<file path="config.mk">
export PLATFORM = sky130hd
export DESIGN_NAME = ucode_seq
export DESIGN_NICKNAME = d
export VERILOG_FILES = /design/src/rtl/ucode_seq.sv
export SDC_FILE = /design/constraint.sdc
export NUM_CORES = 1
export LEC_CHECK = 0
export BUFFER_PORTS_ARGS = -buffer_cell sky130_fd_sc_hd__buf_2
export CAP_MARGIN = 20
export CORE_UTILIZATION = 48
export CTS_BUF_LIST = sky130_fd_sc_hd__clkbuf_4
export DETAILED_ROUTE_END_ITERATION = 10
export GPL_TIMING_DRIVEN = 1
export PLACE_DENSITY_LB_ADDON = 0.3
export SETUP_SLACK_MARGIN = 0.3
export SYNTH_ARGS = -nofsm -noshare
export SYNTH_HDL_FRONTEND = slang
export SYNTH_SLANG_ARGS = --single-unit
</file>
<file path="constraint.sdc">
create_clock -name clk -period 3.9 [get_ports clk]
set_input_delay 0.39 -clock clk [delete_from_list [all_inputs] [get_ports clk]]
set_output_delay 0.39 -clock clk [all_outputs]
set_load 0.005 [all_outputs]
</file>
<file path="src/rtl/ucode_seq.sv">
// -----------------------------------------------------------------------------
// ucode_seq_pkg / ucode_seq
//
// Micro-code sequencer stage (UC), sitting directly behind the decode uop
// queue (DE1) and in front of rename (RN0). Each decoded uop is either passed
// through unchanged or expanded into a short micro-uop sequence taken from an
// internal expansion table. The UC1 output is fully registered.
//
// Handshakes (valid/ready):
//   - DE1 -> UC: a uop transfers on a cycle where valid_de1 & ucode_ready_uc0.
//     ucode_ready_uc0 never depends on valid_de1, and decode only raises
//     valid_de1 while ready is high, so every valid_de1 is a transfer.
//   - UC1 -> RN0: a uop transfers on a cycle where valid_uc1 & rename_ready_rn0
//     & ~nuke_rb1.valid. While valid_uc1 is high and rename is not ready, every
//     UC1 output holds its value.
//
// Ports:
//   clk               core clock
//   reset             asynchronous, active-low reset
//   nuke_rb1          retire-stage flush (only .valid is used)
//   valid_de1         uop presented by decode this cycle
//   uinstr_de1        decoded uop
//   ucode_ready_uc0   sequencer can accept a uop this cycle
//   rename_ready_rn0  rename consumes the UC1 uop this cycle
//   valid_uc1         UC1 output valid
//   uinstr_uc1        UC1 uop
//   uc_idx_uc1        index of the uop within its sequence (0 for pass-through)
//   eom_uc1           last uop of its macro-uop (1 for pass-through)
//   state_dbg         current sequencer state, for observation only
//
// Optional build macro UCODE_PERF_EN adds three 32-bit saturating counters:
//   perf_macro_cnt    accepted decode uops
//   perf_uop_cnt      uops consumed by rename
//   perf_stall_cnt    cycles with valid_uc1 held by rename backpressure
// -----------------------------------------------------------------------------

package ucode_seq_pkg;

    typedef struct packed {
        logic [31:0] pc;
        logic [3:0]  simid;
        logic [7:0]  uop;
        logic [4:0]  src1;
        logic [4:0]  src2;
        logic [4:0]  dst;
    } t_uinstr;

    typedef struct packed {
        logic        valid;
        logic [31:0] pc;
    } t_nuke_pkt;

    typedef enum logic {
        UC_IDLE = 1'b0,
        UC_SEQ  = 1'b1
    } t_uc_state;

endpackage

module ucode_seq
    import ucode_seq_pkg::*;
#(
    parameter int  MAX_SEQ = 4,
    localparam int IDX_W   = $clog2(MAX_SEQ)
) (
    input  logic             clk,
    input  logic             reset,
    input  t_nuke_pkt        nuke_rb1,
    input  logic             valid_de1,
    input  t_uinstr          uinstr_de1,
    output logic             ucode_ready_uc0,
    input  logic             rename_ready_rn0,
    output logic             valid_uc1,
    output t_uinstr          uinstr_uc1,
    output logic [IDX_W-1:0] uc_idx_uc1,
    output logic             eom_uc1,
    output t_uc_state        state_dbg
`ifdef UCODE_PERF_EN
    ,
    output logic [31:0]      perf_macro_cnt,
    output logic [31:0]      perf_uop_cnt,
    output logic [31:0]      perf_stall_cnt
`endif
);

    // Scratch register used to chain intermediate results inside a sequence.
    localparam logic [4:0] TMP_REG = 5'd31;

    // Expansion table: number of micro-uops for a macro opcode.
    function automatic logic [7:0] f_ucode_len(input logic [7:0] uop);
        case (uop)
            8'hC2:   return 8'd2;
            8'hC3:   return 8'd3;
            8'hC4:   return 8'd4;
            default: return 8'd1;
        endcase
    endfunction

    // idx-th micro-uop of an expanded macro. pc and simid come from the macro;
    // the opcode is {macro opcode low nibble, step} and operands form a chain:
    // first step reads the macro sources, middle steps accumulate in TMP_REG,
    // the last step writes the macro destination.
    function automatic t_uinstr f_ucode_step(input t_uinstr m, input logic [IDX_W-1:0] idx);
        t_uinstr          s;
        logic [IDX_W-1:0] last;
        logic [3:0]       idx4;
        s    = m;
        last = IDX_W'(f_ucode_len(m.uop) - 8'd1);
        idx4 = 4'(idx);
        s.uop  = {m.uop[3:0], idx4};
        s.src1 = (idx == '0)   ? m.src1 : TMP_REG;
        s.src2 = (idx == last) ? 5'd0   : m.src2;
        s.dst  = (idx == last) ? m.dst  : TMP_REG;
        return s;
    endfunction

    t_uc_state        state;
    logic [IDX_W-1:0] idx;
    logic [IDX_W-1:0] last_idx_q;
    t_uinstr          macro_q;

    logic             out_free;
    logic             accept;
    logic [7:0]       de_len;
    t_uinstr          de_step0;
    t_uinstr          seq_step;

    // Only the valid bit of the nuke packet matters here.
    logic [31:0]      unused_nuke_pc;
    assign unused_nuke_pc = nuke_rb1.pc;

    assign out_free        = ~valid_uc1 | rename_ready_rn0;
    assign ucode_ready_uc0 = reset & ~nuke_rb1.valid & (state == UC_IDLE) & out_free;
    assign accept          = valid_de1 & ucode_ready_uc0;
    assign de_len          = f_ucode_len(uinstr_de1.uop);
    assign de_step0        = f_ucode_step(uinstr_de1, '0);
    assign seq_step        = f_ucode_step(macro_q, idx);
    assign state_dbg       = state;

    always_ff @(posedge clk or negedge reset) begin
        if (!reset) begin
            state      <= UC_IDLE;
            idx        <= '0;
            last_idx_q <= '0;
            macro_q    <= '0;
            valid_uc1  <= 1'b0;
            uinstr_uc1 <= '0;
            uc_idx_uc1 <= '0;
            eom_uc1    <= 1'b0;
        end else if (nuke_rb1.valid) begin
            // Flush wins over a same-cycle rename consume.
            valid_uc1 <= 1'b0;
            state     <= UC_IDLE;
            idx       <= '0;
        end else begin
            case (state)
                UC_IDLE: begin
                    if (out_free) begin
                        valid_uc1 <= accept;
                        if (accept) begin
                            uc_idx_uc1 <= '0;
                            if (de_len == 8'd1) begin
                                // Pass-through: emitted bit-identical.
                                uinstr_uc1 <= uinstr_de1;
                                eom_uc1    <= 1'b1;
                            end else begin
                                uinstr_uc1 <= de_step0;
                                eom_uc1    <= 1'b0;
                                macro_q    <= uinstr_de1;
                                last_idx_q <= IDX_W'(de_len - 8'd1);
                                idx        <= IDX_W'(1);
                                state      <= UC_SEQ;
                            end
                        end
                    end
                end
                UC_SEQ: begin
                    // Under backpressure idx and state simply hold.
                    if (out_free) begin
                        valid_uc1  <= 1'b1;
                        uinstr_uc1 <= seq_step;
                        uc_idx_uc1 <= idx;
                        if (idx == last_idx_q) begin
                            eom_uc1 <= 1'b1;
                            idx     <= '0;
                            state   <= UC_IDLE;
                        end else begin
                            eom_uc1 <= 1'b0;
                            idx     <= idx + 1'b1;
                        end
                    end
                end
            endcase
        end
    end

`ifdef UCODE_PERF_EN
    logic uop_consumed;
    logic stall_cycle;
    assign uop_consumed = valid_uc1 & rename_ready_rn0 & ~nuke_rb1.valid;
    assign stall_cycle  = valid_uc1 & ~rename_ready_rn0;

    // Counters saturate and survive nukes; only reset clears them.
    always_ff @(posedge clk or negedge reset) begin
        if (!reset) begin
            perf_macro_cnt <= '0;
            perf_uop_cnt   <= '0;
            perf_stall_cnt <= '0;
        end else begin
            if (accept && (perf_macro_cnt != 32'hFFFF_FFFF))
                perf_macro_cnt <= perf_macro_cnt + 32'd1;
            if (uop_consumed && (perf_uop_cnt != 32'hFFFF_FFFF))
                perf_uop_cnt <= perf_uop_cnt + 32'd1;
            if (stall_cycle && (perf_stall_cnt != 32'hFFFF_FFFF))
                perf_stall_cnt <= perf_stall_cnt + 32'd1;
        end
    end
`endif

    // Decode must never present a uop while the sequencer is not ready.
    a_valid_needs_ready: assert property (
        @(posedge clk) disable iff (!reset) valid_de1 |-> ucode_ready_uc0);

    // Every opcode must expand to no more than MAX_SEQ micro-uops.
    a_len_in_range: assert property (
        @(posedge clk) disable iff (!reset)
        valid_de1 |-> (f_ucode_len(uinstr_de1.uop) <= 8'(MAX_SEQ)));

endmodule

</file>
==> impl_metrics.yaml, run 1 <==
timing:
  setup_tns_ns: 0
  holdWs_ns: 0.06212
  worst_pin_slew_ns: 0.8520
  finalCritPeriodShare_pct: 65.90
  fin_skew_ns: 0.01287
  setup_slack_ns: 1.330
  finalSetupViolations: 0
  clock.fmax_mhz: 389.1
  layout_min_cycle_time_ns: 2.570
  final_max_slew_viol_count: 0
  slew_headroom_pct: 43.20
  hold_viol: 0
  rsz0062_at_grt: "false"
setup_path:
  reg2reg_to: "uinstr_uc1[5]"
  crit_fanout: 36
  cp_slowest_stage_delay_ns: 0.88
  path_cells: "buf_4, buf_2"
  crit_slowest_cell: "dfrtp_2"
  start_kind: "register"
  rrSetupSlack_ns: 1.49
  critPathBufInv: 2
  critPathKind: "register to primary output"
  required_ns: 3.51
  reg2reg_from: "state_dbg"
  endpoint_kind: "primary output"
  rr_worst_depth: 4
  crit_arrival_ns: 2.18
  critical-path-top-delay-family: "flip-flops"
grt:
  met1_usage_pct: 27.43
  grtUsageMet3_pct: 6.780
  grt_pass1_wl_um: 20200
  grt_overflow: 0
  use_met2_pct: 31.43
  grt_usage_pct: 20.81
  grt_pass1_vias: 4140
  antenna_found_initial: 0
  top_usage_layer: "met2"
  grt_max_degree: 111
yosys:
  syn_area_per_cell_um2: 11.79
  synth_cell_types: 42
  synth_nets: 581
  synthMuxAreaShare_pct: 21.02
  synth-xor-area-share_pct: 0.4613
  synthSimpleGateAreaFrac_pct: 8.875
  synth.yosys.seq_area_share_pct: 55.80
  synthAdderAreaFrac_pct: 0.4394
  ys_warn_count: 0
  synth_seq_cells: 127
  postSynthCellCount: 483
  synth-compound-area-share_pct: 10.46
  synth_top_family_by_area: "multiplexers"
  synth_area_um2: 5695
clock_tree:
  cts-hold-fix-buffers: 0
  clk_latency_ns: 0.50
  cts_tree: "yes"
  cts.sinks: 127
  root_buffer: "clkbuf_4"
  cts_buffers: 17
  clk_pin_slew_ns: 0.11
  cts_setup_buffers: 0
  cts_buffer_depth: 2
  cts_resized: 0
  htreeDepth: 4
placed_design:
  place.gp.congestion: 0.8202
  io_buffers: 128
  hpwl_um: 8150
  dpl_worst_slack_ns: 0.9390
  dp.cells: 729
route:
  totalWireLength_um: 12190
  dr.pass1.iters: 4
  drt_drc_violations_left: 0
  drtIter0Drc: 239
  antenna_left: 0
  via_per_inst: 5.307
  wl_per_cell_um: 16.01
  num_vias: 4039
layout:
  final_nets: 704
  fill_cells: 975
  n_antenna_cell: 0
  instances_no_fill: 761
  register_area_um2: 3179
  drive_gt1_share_pct: 36.73
  syn2layout_area_growth_pct: 17.00
  multi_input_area_um2: 2355
power:
  p_int_uw: 1973
  p_sw_uw: 710.0
  p_leak_uw: 0.003362
  swShare_pct: 26.46
  pwr-share-clk_pct: 27.9
  vdd_ir_drop_max_v: 0.0002333
  combPwrFrac_pct: 14.5
  sequentialPowerShare_pct: 57.6
  power.density_nw_per_um2: 402.6
floorplanning:
  start_util_pct: 49.67
  dieArea_um2: 12310
  io_pins: 161
  coreArea_um2: 11470
  die_y_um: 110.9
  die_w_um: 110.9
  row_count: 39
hold_path:
  hp-class: "input pin to async pin"
flow_run:
  max-cap-violations: 0
run_status:
  status: "finished, final reports clean"
## through the flow
| stage | power (µW) | utilization, % | area [µm²] |
|---|---|---|---|
| after detailed placement | 1966 | 55.95 | 6416 |
| final | 2683 | 58.11 | 6664 |
| after global placement | 1944 | 55.95 | 6416 |
| after global routing | 2835 | 58.11 | 6664 |
| after CTS | 2718 | 57.87 | 6636 |
| after floorplan | 1736 | - | 5695 |
## sequential cells by signal (all words and copies together) (netlist names)
register,flops
macro_q,59
eom_uc1,1
valid_uc1,1
uc_idx_uc1,2
idx,2
state_dbg,1
uinstr_uc1,59
last_idx_q,2
## worst reg2reg max path: stages, from the launching register on
cell and delay (ns):
dfrtp_2 0.88, clkinv_1 0.54, nor4_2 0.61, o21ai_0 0.18, a21oi_1 0.15
## worst max-delay path by stage
stage / endpoint / slack, ns / cells after the start / startpoint
floorplan: idx[1] / 1.37 / 10 / uinstr_de1[18]
global placement: idx[1] / 0.99 / 10 / uinstr_de1[18]
detailed placement: idx[1] / 0.94 / 10 / uinstr_de1[20]
CTS: state_dbg / 1.24 / 2 / state_dbg
global route: state_dbg / 1.14 / 2 / state_dbg
finish: state_dbg / 1.33 / 2 / state_dbg
## per-layer routing
| metal | vias up | wire, µm |
|---|---|---|
| li1 | 1957 | - |
| met1 | 1961 | 5592 |
| met2 | 103 | 5688 |
| met3 | 18 | 658 |
| met4 | 0 | 247 |
| met5 | - | 0 |
## cells by family (layout without fill, tap and decap cells)
family / Yosys count / in the layout
mux: 99 / 99
buf+inv: 35 / 170
fa+ha+maj: 2 / 2
simple gates: 109 / 109
flops: 127 / 127
xor+xnor: 3 / 3
compound gates: 108 / 108
## synthesized netlist by cell type
cell type,number,area share [%]
buf_2,2,0.18
nor3_1,5,0.44
o31ai_1,3,0.40
xor2_1,2,0.31
nand3b_1,6,0.79
xnor2_1,1,0.15
a221oi_2,1,0.26
o22ai_1,1,0.11
mux2i_1,39,6.9
nand2_1,58,3.8
ha_1,2,0.44
and2_1,1,0.11
nand4_1,1,0.11
a21oi_1,23,2.0
a211oi_1,4,0.53
dfrtp_1,127,56
o21ai_1,1,0.088
inv_1,3,0.20
clkbuf_1,21,1.4
nand3_1,2,0.18
a221oi_1,2,0.31
o211a_1,1,0.18
mux2_2,25,4.9
nor4_1,1,0.11
o211ai_1,1,0.13
or3b_2,3,0.46
buf_4,1,0.13
or4bb_1,2,0.40
mux2_4,35,9.2
nor2b_1,2,0.22
a21o_1,1,0.13
buf_1,3,0.20
nor2_1,23,1.5
nand2b_1,1,0.11
a32o_1,1,0.18
or4b_1,1,0.18
nor4_2,1,0.22
o21ai_0,68,6.0
clkinv_1,1,0.066
a211o_1,1,0.15
buf_6,4,0.79
or3_1,2,0.22
## area by class of cell
cell class,count,area share (%)
clock buffer,19,2.140
clock inverter,12,1.164
inverter,4,0.2253
multi-input combinational,321,35.34
sequential,127,47.71
tap,143,2.685
timing repair buffer,135,10.74
## power by group through the flow
stage / clock network, µW / logic [µW] / registers [µW]
finish: 748 / 390 / 1550
global route: 827 / 443 / 1570
CTS: 776 / 395 / 1550
detailed placement: 0 / 395 / 1570
global placement: 0 / 382 / 1560
floorplan: 0 / 162 / 1570
## placed cells by master, fill, tap and decap left out, drive strengths merged
cell / count
xnor2: 1
nor2: 23
o211ai: 1
nand2: 58
or4b: 1
o211a: 1
and2: 1
clkbuf: 19
or3b: 3
nand3: 2
or4bb: 2
bufinv: 1
buf: 135
a32o: 1
nor3: 5
nand4: 1
or3: 2
nor2b: 2
o31ai: 3
inv: 3
a211oi: 4
a21oi: 23
o22ai: 1
nand3b: 6
nor4: 2
a211o: 1
a221oi: 3
mux2i: 39
nand2b: 1
a21o: 1
mux2: 60
ha: 2
dfrtp: 127
o21ai: 69
xor2: 2
clkinv: 12
Note: power is estimated with default switching activity, not from simulation.
==> inputs of run 2 (changes only) <==
==> constraint.sdc (replaced) <==
create_clock -name clk -period 2.55 [get_ports clk]
set_input_delay 0.255 -clock clk [delete_from_list [all_inputs] [get_ports clk]]
set_output_delay 0.255 -clock clk [all_outputs]
set_load 0.005 [all_outputs]
==> run 2 against run 1 <==
Against the previous run:
- register-to-register slack worse by 1.0 ns
- critical endpoint is now macro_q[9]
- highest routed layer unchanged
- clock-buffer cell count is 2 higher
- largest cell class unchanged
- non-clock buffer count is 63 higher
==> impl_metrics.yaml, run 2 (synthesized netlist as in run 1, its figures left out) <==
floorplanning:
  die_w_um: 110.9
  io_pins: 161
  dieArea_um2: 12310
  start_util_pct: 49.67
  coreArea_um2: 11470
  die_y_um: 110.9
  row_count: 39
layout:
  multi_input_area_um2: 2367
  fin_util_pct: 64.24
  fin_area_um2: 7367
  drive_gt1_share_pct: 34.80
  final_nets: 767
  syn2layout_area_growth_pct: 29.35
  n_antenna_cell: 0
  reg_top3: "macro_q (59), uinstr_uc1 (59)"
  mostFrequentLayoutCell: "buf_2"
  fill_cells: 882
  layout_common_cells: "buf_2 (127), dfrtp_1 (126), o21ai_0 (68)"
  register_area_um2: 3179
grt:
  grt_usage_pct: 23.35
  grt_pass1_wl_um: 22530
  grt_max_degree: 61
  use_met2_pct: 37.14
  grt_overflow: 0
  grt_pass1_vias: 4501
  met1_usage_pct: 29.80
  top_usage_layer: "met2"
  grtUsageMet3_pct: 6.397
  antenna_found_initial: 0
clock_tree:
  root_buffer: "clkbuf_4"
  clk_latency_ns: 0.54
  cts_buffers: 17
  cts_tree: "yes"
  cts.sinks: 127
  clk_pin_slew_ns: 0.11
  cts_setup_buffers: 0
  cts_buffer_depth: 2
  htreeDepth: 4
power:
  power.density_nw_per_um2: 604.1
  vdd_ir_drop_max_v: 0.0003396
  p_leak_uw: 0.003661
route:
  totalWireLength_um: 13410
  dr.pass1.iters: 4
  antenna_left: 0
  drt_drc_violations_left: 0
  num_vias: 4307
  drtIter0Drc: 167
  wl_per_cell_um: 16.27
  via_per_inst: 5.227
setup_path:
  crit_end: "macro_q[9]"
  rrSetupSlack_ns: 0.47
  crit_fanout: 33
  critPathKind: "input pin to register"
  rr_worst_depth: 5
  start_kind: "input pin"
  endpoint_kind: "register"
  crit_arrival_ns: 2.60
  crit_start: "uinstr_de1[15]"
  reg2reg_from: "idx[0]"
  reg2reg_to: "uinstr_uc1[0]"
  required_ns: 2.97
placed_design:
  dpl_worst_slack_ns: 0.0002718
  dpl_cell_area_um2: 6486
  hpwl_um: 8531
  place.gp.congestion: 0.7875
  io_buffers: 128
timing:
  worst_pin_slew_ns: 0.7378
  final_max_slew_viol_count: 0
  finalSetupViolations: 0
  clock.fmax_mhz: 458.2
  fin_skew_ns: 0.01549
  setup_tns_ns: 0
  finalCritPeriodShare_pct: 85.59
  slew_headroom_pct: 50.81
  setup_slack_ns: 0.3673
  layout_min_cycle_time_ns: 2.183
  rsz0062_at_grt: "true"
  hold_viol: 0
hold_path:
  hp-class: "input pin to register"
run_status:
  status: "finished, final reports clean"
flow_run:
  max-cap-violations: 0
[run 2: cell count changes in the layout (fill, tap and decap cells not counted), moves of 2 or more]
cell           previous run  this run
bufinv_16                 1         3
clkinv_1                  7         4
buf_12                    0         2
dlygate4sd3_1             0        59
clkinv_2                  5         3
buf_4                     7         9
clkbuf_4                 19        21
[run 2: power by group]
group	total, µW	switching (µW)	internal [µW]
combinational	678	313	365
clock	1410	704	701
sequential	2370	126	2240
total	4450	1140	3310
[run 2: through the flow]
| stage | power (µW) | cells | hold slack [ns] |
|---|---|---|---|
| floorplan | 2655 | 483 | -0.04059 |
| global placement | 2980 | 734 | 0.1220 |
| detailed placement | 3015 | 734 | 0.1280 |
| CTS | 4483 | 824 | 0.006066 |
| global route | 4684 | 824 | 0.007889 |
| finish | 4450 | 824 | 0.04237 |
[run 2: worst min-delay path by stage]
stage | from | endpoint | slack [ns] | cells past startpoint
after CTS | uinstr_de1[17] | macro_q[17] | 0.006 | 2
final | uinstr_de1[17] | macro_q[17] | 0.04 | 2
after global routing | uinstr_de1[17] | macro_q[17] | 0.008 | 2
after floorplan | reset | eom_uc1 | -0.04 | 0
after detailed placement | reset | valid_uc1 | 0.13 | 1
after global placement | reset | valid_uc1 | 0.12 | 1
[run 2: layout make-up]
cell class,count,share of cell area [%]
clock buffers,21,2.140
clock inverters,10,1.630
inverters,4,0.2548
multi-input cells,321,32.13
flip-flops and latches,127,43.16
well taps,143,2.429
repair buffers,198,18.26
[run 2: metal layers]
layer | part of all wire [%] | routed length [µm] | up-vias
li1 | - | - | 2067
met1 | 45 | 6000 | 2111
met2 | 48 | 6487 | 107
met3 | 4.8 | 648 | 22
met4 | 2.0 | 272 | 0
met5 | 0 | 0 | -
[run 2: repair_timing]
item,4_1_cts,5_1_grt
resized for setup,0,3
endpoints found under the hold margin,90,0
hold buffers,59,0
endpoints found under the setup margin,0,29
[run 2: worst max-delay path, stage by stage]
cell	delay [ns]
dlygate4sd3_1	0.53
buf_2	0.16
or4b_1	0.58
o21ai_2	0.19
nand4_1	0.23
buf_6	0.32
mux2_4	0.33
